### src/rtl/conv_encoder_k7.sv
// Rate-1/3 K=7 convolutional encoder (133/171/165), block-buffered,
// tail-biting or zero-tail termination, valid/ready symbol stream.
module conv_encoder_k7 #(
    parameter int MAX_LEN = 1024,
    parameter int LEN_W   = 11
) (
    input  logic             clk_i,
    input  logic             rst_sync_i,
    input  logic             en_i,
    input  logic             start_i,
    input  logic [LEN_W-1:0] len_i,
    input  logic             tail_biting_en_i,
    input  logic             bit_i,
    input  logic             bit_valid_i,
    output logic             bit_ready_o,
    output logic [2:0]       code_o,
    output logic             code_valid_o,
    input  logic             code_ready_i,
    output logic             last_o,
    output logic             busy_o,
    output logic             err_o
);

    localparam int AW = (MAX_LEN > 1) ? $clog2(MAX_LEN) : 1;
    localparam logic [LEN_W:0] MAX_L = (LEN_W + 1)'(MAX_LEN);

    localparam logic [1:0] S_IDLE   = 2'd0;
    localparam logic [1:0] S_LOAD   = 2'd1;
    localparam logic [1:0] S_ENCODE = 2'd2;
    localparam logic [1:0] S_TAIL   = 2'd3;

    logic [1:0]       state_q, state_d;
    logic [5:0]       s_q, s_d;
    logic [LEN_W-1:0] cnt_q, cnt_d;
    logic [LEN_W-1:0] len_q, len_d;
    logic             tb_q, tb_d;
    logic [2:0]       code_q, code_d;
    logic             valid_q, valid_d;
    logic             last_q, last_d;
    logic             err_q, err_d;

    logic             buf_q [MAX_LEN];

    logic             rst_w;
    logic             load_en_w;
    logic             len_ok_w;
    logic [AW-1:0]    addr_w;
    logic             u_w;
    logic [LEN_W-1:0] lim_w;

    function automatic logic [2:0] enc_sym(input logic u, input logic [5:0] s);
        logic c0, c1, c2;
        c0 = u ^ s[1] ^ s[2] ^ s[4] ^ s[5];
        c1 = u ^ s[0] ^ s[1] ^ s[2] ^ s[5];
        c2 = u ^ s[0] ^ s[1] ^ s[3] ^ s[5];
        return {c2, c1, c0};
    endfunction

    assign rst_w     = rst_sync_i | ~en_i;
    assign load_en_w = ~valid_q | code_ready_i;
    assign addr_w    = cnt_q[AW-1:0];
    assign u_w       = (state_q == S_ENCODE) ? buf_q[addr_w] : 1'b0;
    assign lim_w     = (state_q == S_TAIL) ? LEN_W'(6) : len_q;

    // Tail-biting needs at least 6 bits so the loaded register is the block tail.
    assign len_ok_w = (len_i != '0)
                    && ({1'b0, len_i} <= MAX_L)
                    && !(tail_biting_en_i && (len_i < LEN_W'(6)));

    always_comb begin
        state_d = state_q;
        s_d     = s_q;
        cnt_d   = cnt_q;
        len_d   = len_q;
        tb_d    = tb_q;
        code_d  = code_q;
        valid_d = valid_q;
        last_d  = last_q;
        err_d   = 1'b0;
        case (state_q)
            S_IDLE: begin
                valid_d = 1'b0;
                last_d  = 1'b0;
                if (start_i) begin
                    if (len_ok_w) begin
                        state_d = S_LOAD;
                        cnt_d   = '0;
                        s_d     = '0;
                        len_d   = len_i;
                        tb_d    = tail_biting_en_i;
                    end else begin
                        err_d = 1'b1;
                    end
                end
            end
            S_LOAD: begin
                if (bit_valid_i) begin
                    s_d   = {s_q[4:0], bit_i};
                    cnt_d = cnt_q + LEN_W'(1);
                    if (cnt_q == len_q - LEN_W'(1)) begin
                        state_d = S_ENCODE;
                        cnt_d   = '0;
                        if (!tb_q) begin
                            s_d = '0;
                        end
                    end
                end
            end
            S_ENCODE, S_TAIL: begin
                if (load_en_w) begin
                    if (valid_q && last_q) begin
                        state_d = S_IDLE;
                        valid_d = 1'b0;
                        last_d  = 1'b0;
                        cnt_d   = '0;
                    end else if (cnt_q != lim_w) begin
                        code_d  = enc_sym(u_w, s_q);
                        valid_d = 1'b1;
                        s_d     = {s_q[4:0], u_w};
                        cnt_d   = cnt_q + LEN_W'(1);
                        if (cnt_q == lim_w - LEN_W'(1)) begin
                            if ((state_q == S_TAIL) || tb_q) begin
                                last_d = 1'b1;
                            end else begin
                                state_d = S_TAIL;
                                cnt_d   = '0;
                            end
                        end
                    end else begin
                        valid_d = 1'b0;
                    end
                end
            end
            default: begin
                state_d = S_IDLE;
            end
        endcase
    end

    always_ff @(posedge clk_i) begin
        if (rst_w) begin
            state_q <= S_IDLE;
            s_q     <= '0;
            cnt_q   <= '0;
            len_q   <= '0;
            tb_q    <= 1'b0;
            code_q  <= '0;
            valid_q <= 1'b0;
            last_q  <= 1'b0;
            err_q   <= 1'b0;
        end else begin
            state_q <= state_d;
            s_q     <= s_d;
            cnt_q   <= cnt_d;
            len_q   <= len_d;
            tb_q    <= tb_d;
            code_q  <= code_d;
            valid_q <= valid_d;
            last_q  <= last_d;
            err_q   <= err_d;
        end
    end

    // Block buffer: no reset, only meaningful between LOAD and ENCODE.
    always_ff @(posedge clk_i) begin
        if ((state_q == S_LOAD) && bit_valid_i) begin
            buf_q[addr_w] <= bit_i;
        end
    end

    assign bit_ready_o  = (state_q == S_LOAD);
    assign busy_o       = (state_q != S_IDLE);
    assign code_o       = code_q;
    assign code_valid_o = valid_q;
    assign last_o       = last_q;
    assign err_o        = err_q;

endmodule

### config.mk
export PLATFORM = sky130hd
export DESIGN_NAME = conv_encoder_k7
export DESIGN_NICKNAME = d
export VERILOG_FILES = /design/src/rtl/conv_encoder_k7.sv
export SDC_FILE = /design/constraint.sdc
export NUM_CORES = 2
export LEC_CHECK = 0
export ABC_AREA = 1
export BUFFER_PORTS_ARGS = -buffer_cell sky130_fd_sc_hd__buf_2
export CORE_ASPECT_RATIO = 0.9
export CORE_MARGIN = 3
export CORE_UTILIZATION = 35
export DETAILED_ROUTE_END_ITERATION = 6
export SLEW_MARGIN = 20
export SYNTH_ARGS = -nofsm -noshare
export SYNTH_HDL_FRONTEND = slang
export SYNTH_SLANG_ARGS = --single-unit
### constraint.sdc
create_clock -name clk_i -period 4.7 [get_ports clk_i]
set_input_delay 0 -clock clk_i [delete_from_list [all_inputs] [get_ports clk_i]]
set_output_delay 0 -clock clk_i [all_outputs]
set_load 0.01 [all_outputs]
Yosys cells after proc, flatten, opt, wreduce, memory -nomap -nowiden --
Memories as Yosys holds them, arrays and structs flattened. A register that Yosys moved wholly into a read port is not among the register bits. Index checks and enable logic that the tools add are counted.
Storage, ports and cells: register bits after elaboration 37, memory bits (writable) 1024, bits of input ports 19, output and inout bits 8, memories 1
Cells by class: $add $sub $neg 3, order comparisons 2, equality and inequality tests 17, mux-type cells 46, bitwise logic cells 17, reduce and logical (&&, ||, !) cells 20
Memory list:
- buf_q | depth 1024, bits a word 1, rd ports 1, clocked after memory_dff 1, write ports 1, line 42 | logic buf_q [MAX_LEN];
Operators by type and width (number):
- two-way mux 11 bit | 10
- two-way mux 6 bit | 8
- one-hot mux 11 bit (3 select lines) | 1
- == test 11 bit | 2
- subtractor 11 x 1 -> 11 bit, second input constant | 2
- two-way mux 10 bit | 2
- two-way mux 2 bit | 9
- one-hot mux 6 bit (3 select lines) | 1
- two-way mux 1 bit | 12
- != test 2 bit, second input constant | 6
- != test 3 bit, second input constant | 4
- adder 11 x 1 -> 11 bit, second input constant | 1
- <= comparator 11 bit, second input constant | 1
- < comparator 11 x 3 -> 1 bit, second input constant | 1
- != test 11 bit | 1
- nonzero test 11 bit | 1
- AND reduction 5 bit | 2
- XOR 1 bit | 10
- AND reduction 8 bit | 1
- one-hot mux 2 bit (3 select lines) | 1
- AND reduction 6 bit | 1
- logical AND 1 bit | 5
- inverter 1 bit | 5
- == test 2 bit, second input constant | 2
- 13 further kinds | 16

Longest topological paths before layout --
depth after elaboration 11, mapped depth 22

Worst setup path after synthesis --
OpenSTA, ideal clock, no wires.
kind register to register, start reg state_q[1], end reg state_q[1], setup time 0.070 ns, arrival time 2.162 ns, setup slack 2.467 ns, stages on the path, launching flop included 16, path buffers 0, path through dfxtp_1 > nand2_2 > inv_1 > nor2_1 > ha_1 > nand4_2 > inv_1 > a21oi_1 > o21ai_1 > nor4_1 > nand4_1 > nand2_2 > o211ai_4 > nor2_4 > o21ai_0 > a21oi_1
On the way: word-level cells in the longest chain between the ends 6, elaborated cells on any way between the ends 20
RTL lines:
- start: declaration | line 32 | logic [1:0] state_q, state_d;
- start signal: assignment | line 152 | state_q <= state_d;
- == test 2 bit | line 63, 80, 122
- two-way mux 11 bit | line 63 | assign lim_w = (state_q == S_TAIL) ? LEN_W'(6) : len_q;
- subtractor 11 x 1 -> 11 bit | line 121 | if (cnt_q == lim_w - LEN_W'(1)) begin
- == test 11 bit | line 121
- != test 3 bit (no source line)
- AND reduction 8 bit (no source line)
Parallel ways exist; a longest one is shown, timed or not. A chain may end at the register's enable or synchronous reset.

==> results_dict.tcl <==
set metrics [dict create \
    grt_pass1_vias 34900 \
    place_hpwl_mm 72.3 \
    finalWeightedCongestion 0.823 \
    post_cts_buffers 0 \
    die_h_um 361 \
    p_per_area_mw_per_mm2 360 \
    rsz0062_at_grt "false" \
    cp_cell_sequence "inv_16 -> buf_12 -> nand2_1 -> nand3_1 -> nand3_1 -> nand3_1 -> nand3_1 -> nand3_1 -> nand2_1 -> nand2_1 -> nand3_1 -> nand3_1 -> nand3_1 -> nand2_1 -> nand2_2 -> a21oi_1 -> o21ai_0 -> nand2_1 -> inv_1" \
    worst_slew_pin_slew_ns 1.03 \
    overflow 0 \
    path_common_cell "nand3_1" \
    clk_pin_slew_ns 0.07 \
    cts_buffers 109 \
    area_delta_synth_final_pct 11.3 \
    io_buffer_count 26 \
    synth_cells 5067 \
    final_nets 4949 \
    cp-start-kind "flip-flop" \
    critical_path_buf_inv_count 3 \
    die-area_mm2 0.145 \
    yosys-top-cells-area "edfxtp_1 63%, nand3_1 11%, nand2_1 8.9%" \
    drive_gt1_share_pct 7.23 \
    cts_buffer_depth 3 \
    synth_nets 5092 \
    synth_warnings 0 \
    cp-endpoint "code_o[0]" \
    grt_pass1_wl_mm 221 \
    synth_flop_cell "edfxtp_1" \
    worstReg2RegEnd "code_o[0]" \
    path_class "flip-flop to flip-flop" \
    synth_cell_types 44 \
    core_region_area_mm2 0.138 \
    drv_slew 0 \
    track_usage_pct 19.9 \
    reg2reg_depth 19 \
    ys_ff_latch 1071 \
    rows 129 \
    synth_top_area_share_pct 62.7 \
    yosysSeqAreaShare_pct 64.6 \
    antenna_left 0 \
    cp_top_family "simple AND/OR/NAND/NOR gates" \
    cp_slowest_cell "buf_12" \
    synth_edf_count 1024 \
    synth_area_per_cell_um2 9.69 \
    crit_path_end_kind "flip-flop" \
    htreeDepth 3 \
    slew_headroom_pct 31.3 \
    outcome "finished, final reports clean" \
    cts_resized 0 \
    antenna_found_initial 1 \
    grt_max_degree 201 \
    root_buffer "clkbuf_16" \
    clk_latency_ns 0.73 \
    drc 0 \
    drt_iter0_markers 4571 \
    cts_tree "yes" \
    crit_fanout 112 \
    final_util_pct 39.5 \
    max_freq_mhz 259 \
    period_needed_ns 3.86 \
    async_flop_share_pct 0 \
    power_leakage_nw 17.8 \
    path_depth 19 \
    dieWidth_um 401 \
    wl_per_cell_um 21.5 \
    fin_crit_sh_pct 82.2 \
    finalSetupTns_ns 0 \
    hold_buffers 30 \
    clock_skew_ns 0.0371 \
    vdd.ir_drop.worst_uv 265 \
    initial_core_util_pct 35.5 \
    critPathRequiredTime_ns 5.32 \
    dr.pass1.iters 6 \
    synth_area_leader_cell "edfxtp_1" \
    diodes 0 \
    hold_path.class "primary input to flip-flop" \
    hold_violations 0 \
    drt_wl_total_mm 147 \
    viasPerCell 5.39 \
    ios 27 \
    num_vias 37000 \
    ff2ff_setup_slack_ns 0.84 \
    finalSetupViolations 0 \
    layout_common_cells "1147 x nand2_1, 1083 x nor2_1, 1031 x nand3_1" \
    final_common_cell "nand2_1" \
    critPathMaxStageDelay_ns 0.46 \
    cp_data_arrival_time_ns 4.49 \
    max_cap_violations 0 \
    netlist_area_mm2 0.0491 \
    clkSinkCount 1071 \
]
## worst min-delay path by stage
stage / from / end / slack, ns / depth (start not counted)
after floorplan: bit_i / buf_q[0] / 0.1 / 0
after global placement: len_i[7] / len_q[7] / 0.24 / 3
after detailed placement: len_i[5] / len_q[5] / 0.25 / 3
after CTS: len_i[10] / len_q[10] / 0.07 / 4
after global routing: len_i[10] / len_q[10] / 0.13 / 4
final: len_i[10] / len_q[10] / 0.13 / 4
## report_power, final
part	total, W	switching (W)	internal [W]
Combinational	0.000305	0.000229	0.0000765
Sequential	0.0105	0.00000796	0.0104
Clock	0.00888	0.00377	0.00512
## per-stage QoR
stage	hold WS, ns	cell area, um2	total power (W)	std cells	setup slack [ns]
after floorplan	0.0989	49100	0.0108	5067	2.47
after global placement	0.237	50700	0.0109	6617	0.930
after detailed placement	0.246	50700	0.0109	6617	0.969
after CTS	0.0697	54600	0.0198	6853	0.939
after global routing	0.133	54600	0.0202	6853	0.573
final	0.131	54600	0.0196	6853	0.837
## worst register-to-register path, stage by stage (launching register included)
cell     delay [ns]
dfxtp_4        0.41
inv_16         0.31
buf_12         0.48
nand2_1        0.21
nand3_1        0.10
nand3_1        0.11
nand3_1        0.14
nand3_1        0.16
nand3_1        0.34
nand2_1        0.17
nand2_1        0.09
nand3_1        0.11
nand3_1        0.12
nand3_1        0.09
nand2_1        0.40
nand2_2        0.16
a21oi_1        0.16
o21ai_0        0.10
nand2_1        0.06
inv_1          0.03
## final cells by class
class | count | area (um2)
Tap cell | 1834 | 2290
Clock buffer | 148 | 2990
Sequential cell | 1071 | 31700
Timing Repair Buffer | 174 | 1580
Inverter | 92 | 375
Fill cell | 13600 | 83700
Clock inverter | 58 | 641
Multi-Input combinational cell | 3476 | 15000
## cells in the mapped netlist, types with 7 or more instances
cell type / number
buf_1: 35
clkbuf_1: 214
nand2_2: 8
o21ai_0: 26
dfxtp_1: 47
buf_6: 36
inv_1: 83
xnor2_1: 11
nand2_1: 1168
buf_2: 118
xor2_1: 26
edfxtp_1: 1024
nand3_1: 1043
nor3_1: 26
nand4_1: 7
nor2_1: 1083
buf_4: 25
a21oi_1: 35
## layer usage
metal,wire length (um),GRT usage (%)
met1,62500,27.6
met2,66700,31.4
met3,14200,4.50
met4,4000,5.47
met5,13,0
## sequential cells by signal, summed over array words and instances, names as in the netlist, named ones only
name / cells
cnt_q: 11
last_o: 1
err_o: 1
state_q: 2
code_o: 3
len_q: 11
code_valid_o: 1
tb_q: 1
buf_q: 1024
s_q: 6
## logic make-up after synthesis
kind of cell,count (synthesis),share of synthesized area (%)
AOI/OAI and AO/OA,78,0.900
DFF,1071,64.6
adders and majority gates,6,0.153
buffers and inverters,520,5.02
xor gates and xnor gates,40,0.760
and+or+nand+nor,3351,28.6
muxes,1,0.0204
(Power assumes the default switching activity.)
